## config.mk

```make
export PLATFORM = sky130hd
export DESIGN_NAME = alu_issue_ctrl
export DESIGN_NICKNAME = d
export VERILOG_FILES = /design/src/rtl/alu_issue_ctrl.sv
export SDC_FILE = /design/constraint.sdc
export NUM_CORES = 1
export LEC_CHECK = 0
export BUFFER_PORTS_ARGS = -buffer_cell sky130_fd_sc_hd__buf_4
export CORE_MARGIN = 2
export CORE_UTILIZATION = 40
export CTS_BUF_LIST = sky130_fd_sc_hd__clkbuf_4
export DETAILED_ROUTE_END_ITERATION = 7
export PLACE_DENSITY = 0.69
export SLEW_MARGIN = 15
export SYNTH_ARGS = -nofsm -noshare
export SYNTH_HDL_FRONTEND = slang
export SYNTH_SLANG_ARGS = --single-unit
```

## constraint.sdc

```tcl
create_clock -name clk -period 2.3 [get_ports clk]
set_input_delay 0.115 -clock clk [delete_from_list [all_inputs] [get_ports clk]]
set_output_delay 0.115 -clock clk [all_outputs]
set_load 0.01 [all_outputs]
```

## src/rtl/alu_issue_ctrl.sv

```systemverilog
//============================================================================
// Module   : alu_issue_ctrl
// Brief    : Registered operand issue into a combinational ALU with a settle
//            window and a 2-entry result FIFO behind a valid/ready consumer.
// Revision : 1.0  initial release
//============================================================================
`default_nettype none

module alu_issue_ctrl #(
    parameter int unsigned SETTLE = 1,
    parameter logic [3:0]  NOP_OP = 4'b1111
) (
    input  logic        clk,
    input  logic        rst,
    input  logic        in_valid,
    output logic        in_ready,
    input  logic [3:0]  in_op,
    input  logic [3:0]  in_a,
    input  logic [3:0]  in_b,
    output logic [3:0]  alu_r1,
    output logic [3:0]  alu_r2,
    output logic [3:0]  alu_op,
    input  logic [7:0]  alu_out,
    output logic        res_valid,
    input  logic        res_ready,
    output logic [7:0]  res_data,
    output logic [3:0]  res_op,
    output logic        busy,
    output logic [15:0] op_count
);

    localparam logic [3:0] C_SETTLE_LOAD = 4'(SETTLE - 1);

    generate
        if (SETTLE < 1 || SETTLE > 15) begin : g_settle_check
            $error("alu_issue_ctrl: SETTLE must be within 1..15");
        end
    endgenerate

    typedef enum logic [0:0] {
        IDLE = 1'b0,
        EXEC = 1'b1
    } state_t;

    state_t      r_state;
    state_t      w_state_nxt;
    logic [3:0]  r_cnt;
    logic [3:0]  w_cnt_nxt;
    logic        w_can_accept;
    logic        w_accept;
    logic        w_capture;
    logic        w_pop;

    logic [3:0]  r_alu_r1;
    logic [3:0]  r_alu_r2;
    logic [3:0]  r_alu_op;
    logic [7:0]  r_buf_data [2];
    logic [3:0]  r_buf_op   [2];
    logic        r_wr_ptr;
    logic        r_rd_ptr;
    logic [1:0]  r_count;
    logic [15:0] r_op_count;

    always_ff @(posedge clk) begin
        if (rst) begin
            r_state <= IDLE;
            r_cnt   <= 4'd0;
        end else begin
            r_state <= w_state_nxt;
            r_cnt   <= w_cnt_nxt;
        end
    end

    // in_ready is derived from registered state only, never from in_valid.
    always_comb begin
        w_state_nxt  = r_state;
        w_cnt_nxt    = r_cnt;
        w_can_accept = 1'b0;
        w_accept     = 1'b0;
        w_capture    = 1'b0;
        busy         = 1'b0;
        case (r_state)
            IDLE: begin
                w_can_accept = (r_count != 2'd2);
                if (in_valid && w_can_accept) begin
                    w_accept    = 1'b1;
                    w_cnt_nxt   = C_SETTLE_LOAD;
                    w_state_nxt = EXEC;
                end
            end
            EXEC: begin
                busy = 1'b1;
                if (r_cnt == 4'd0) begin
                    w_capture   = 1'b1;
                    w_state_nxt = IDLE;
                end else begin
                    w_cnt_nxt = r_cnt - 4'd1;
                end
            end
            default: w_state_nxt = IDLE;
        endcase
    end

    assign w_pop = (r_count != 2'd0) && res_ready;

    // On a simultaneous push and pop with a full buffer the write slot equals
    // the head being retired, so ordering is still preserved.
    always_ff @(posedge clk) begin
        if (rst) begin
            r_alu_r1      <= 4'd0;
            r_alu_r2      <= 4'd0;
            r_alu_op      <= NOP_OP;
            r_buf_data[0] <= 8'd0;
            r_buf_data[1] <= 8'd0;
            r_buf_op[0]   <= 4'd0;
            r_buf_op[1]   <= 4'd0;
            r_wr_ptr      <= 1'b0;
            r_rd_ptr      <= 1'b0;
            r_count       <= 2'd0;
            r_op_count    <= 16'd0;
        end else begin
            if (w_accept) begin
                r_alu_r1 <= in_a;
                r_alu_r2 <= in_b;
                r_alu_op <= in_op;
            end else if (w_capture) begin
                r_alu_op <= NOP_OP;
            end
            if (w_capture) begin
                r_buf_data[r_wr_ptr] <= alu_out;
                r_buf_op[r_wr_ptr]   <= r_alu_op;
                r_wr_ptr             <= ~r_wr_ptr;
                r_op_count           <= r_op_count + 16'd1;
            end
            if (w_pop) begin
                r_rd_ptr <= ~r_rd_ptr;
            end
            case ({w_capture, w_pop})
                2'b10:   r_count <= r_count + 2'd1;
                2'b01:   r_count <= r_count - 2'd1;
                default: r_count <= r_count;
            endcase
        end
    end

    assign in_ready  = w_can_accept;
    assign alu_r1    = r_alu_r1;
    assign alu_r2    = r_alu_r2;
    assign alu_op    = r_alu_op;
    assign res_valid = (r_count != 2'd0);
    assign res_data  = r_buf_data[r_rd_ptr];
    assign res_op    = r_buf_op[r_rd_ptr];
    assign op_count  = r_op_count;

endmodule

`default_nettype wire

```

==> metrics <==
Least-Margin Pin Slew 0.965 ns; FMAX 484 MHz; worst setup margin 0.236 ns; crit path launch type register; clk_skew 0.0130 ns; post-synthesis compound-gate area fraction 0.0483; Final ANT Viol Nets 0; first-pass GRT wire length 8870 um; die extent in x 86.1 um; RSZ-0062 raised after global routing no; TritonRoute pass-1 iters 4; CP required 2.58 ns; worst path arrival time 2.35 ns; Synth Area in Simple Gates 0.221; layout cell share with drive strength beyond 1 0.321; flops & latches, synth 62; Post-Syn Area per Cell 10.9 um2; sequential share of the synthesized area 0.549; Lkg Pwr 0.00151 uW; Layout Cells excl Fill 423; EDFF count, synth 24; Final #Nets 368; Relative slew margins 0.352; pins over their slew limit 0; Max VDD drop 0.375 mV; GRT Total Usage 0.154; TritonCTS clock tree yes; initial antenna violation count 0; final setup fails 0; CTS clk-pin slew, worst paths 0.11 ns; die area 7410 um2; PD cells 711 nW/um2; crit-path max FO 12; fin util 0.565; kind of end point of the critical path register; Die Height 86.1 um; via count 2048; Cells after Synth 248; Skew-Pair Late Insertion Delay 0.42 ns; Net Count, Synth 275; number of remaining DRC errors 0; WL final 5490 um; Port Buf Inserts 66; Root Driver clkbuf_4; status finished, final reports clean; gr ovfl total 0; cell area after synthesis 2700 um2; H-tree depth 3; core area 6420 um2; Yosys top cell area share 0.282; synth warn 0; async set or reset register ratio after synthesis 0; CTS max path bufs 2; Hold Crit Class in2reg; Max Cap Viol 0; overall power 2580 uW; Initial Util 0.420; post-route clock period utilization 0.897; Area Overhead vs Synth 34.6%; largest family of logic cells by synthesized area simple AND/OR/NAND/NOR gates; Top-Level Pins 67; minimum clock period 2.06 ns; # clock sinks 62; Inst Count DP 386; cells resized by post-CTS repair 0; routability cong. 0.748; final hold violations 0; largest area contributor in the netlist dfxtp_1; largest net degree at the start of global routing 46; ys flop type dfxtp_1; Post-Synth Adder-Cell Area 0.0139; CTS buffer count 9; number of global-route vias before repair 1941; DR iter-0 viols 70; final antenna diode count 0; WS Path Type reg2reg; hpwl dp 3650 um; mux contribution to synthesized area 0.0923; Via density 4.84; row count 29; XOR/XNOR Fraction of Synth Area 0.0455; top post-synthesis cells by area dfxtp_1 (28%), edfxtp_1 (27%), mux2_2 (6.3%), and2_1 (5.8%), nor2_1 (3.3%); setup TNS 0 ns; Avg WL per Cell 13.0 um; pre-CTS setup slack 0.214 ns; most frequent cells in the layout buf_4 (73), dfxtp_1 (38), and2_1 (25), nor2_1 (24), edfxtp_1 (24); Yosys cell types 38; most common cell after layout, fill and taps aside buf_4
## final timing paths
check	from	to	cells after the start	slack (ns)
max	r_cnt[0]$_SDFFE_PP0P_	r_buf_data[0][5]$_SDFFCE_PN0P_	6	0.24
max reg2reg	r_cnt[0]$_SDFFE_PP0P_	r_buf_data[0][5]$_SDFFCE_PN0P_	6	0.24
min reg2reg	alu_r2[0]$_SDFFE_PP0P_	alu_r2[0]$_SDFFE_PP0P_	2	0.51
min	rst	r_wr_ptr$_SDFFE_PP0P_	2	0.12
## cells in the mapped netlist, drive strengths merged, types with 6 or more instances
cell type	n
and2	25
a21oi	10
clkbuf	10
nor3	9
inv	6
xor2	7
nor2	24
xnor2	7
nor2b	7
mux2i	8
nand2	7
dfxtp	38
edfxtp	24
mux2	15
nand3	6
## cells by family (layout without fill, tap and decap cells)
logic type      count (synthesis)  in the layout
compound gates                 22             22
xor+xnor                       14             14
fa+ha+maj                       3              3
buf+inv                        18            116
flops                          62             62
mux                            23             23
simple gates                  106            106
## critical path: stages (launching register included)
cell and delay, ns:
dfxtp_1 0.34, inv_1 0.08, ha_1 0.18, and4bb_1 0.31, inv_6 0.07, nor3_1 0.74, and2_1 0.23
## routing by layer
metal | wire [um] | track usage | vias up
met2 | 2660 | 0.258 | 56
met1 | 2460 | 0.183 | 939
met4 | 119 | 0.0866 | 0
li1 | - | - | 1044
met3 | 250 | 0.0337 | 9
met5 | 0 | 0 | -
## layout make-up
class                      count  area [um2]
clock inverter                 7        58.8
fill                         580        2790
sequential                    62        1480
tap                           77        96.3
clock buffer                   9        67.6
timing repair buffer          94         758
inverter                       6        27.5
multi-input combinational    168        1140
## flip-flops by register name (all words and copies together) (netlist names), named ones only
name        cells
op_count       16
r_buf_data     16
r_buf_op        8
alu_op          4
alu_r1          4
alu_r2          4
r_cnt           4
r_count         2
r_rd_ptr        1
r_state         1
r_wr_ptr        1
## power by group
part / internal (uW) / switching, uW / leakage [uW] / total [uW]
Sequential: 1230 / 78.5 / 0.000560 / 1310
Clock: 234 / 443 / 0.0000631 / 676
Combinational: 343 / 252 / 0.000889 / 596
Total: 1810 / 774 / 0.00151 / 2580
## through the flow
step,hold slack [ns],area [um2]
finish,0.122,3630
detailed placement,0.364,3290
global route,0.138,3630
CTS,0.114,3630
global placement,0.349,3290
floorplan,0.251,2700
## what timing repair did
item                      CTS  global route
buffers inserted            0             0
hold buffers               21             0
hold endpoints to repair   29             0
(Power assumes the default switching activity.)
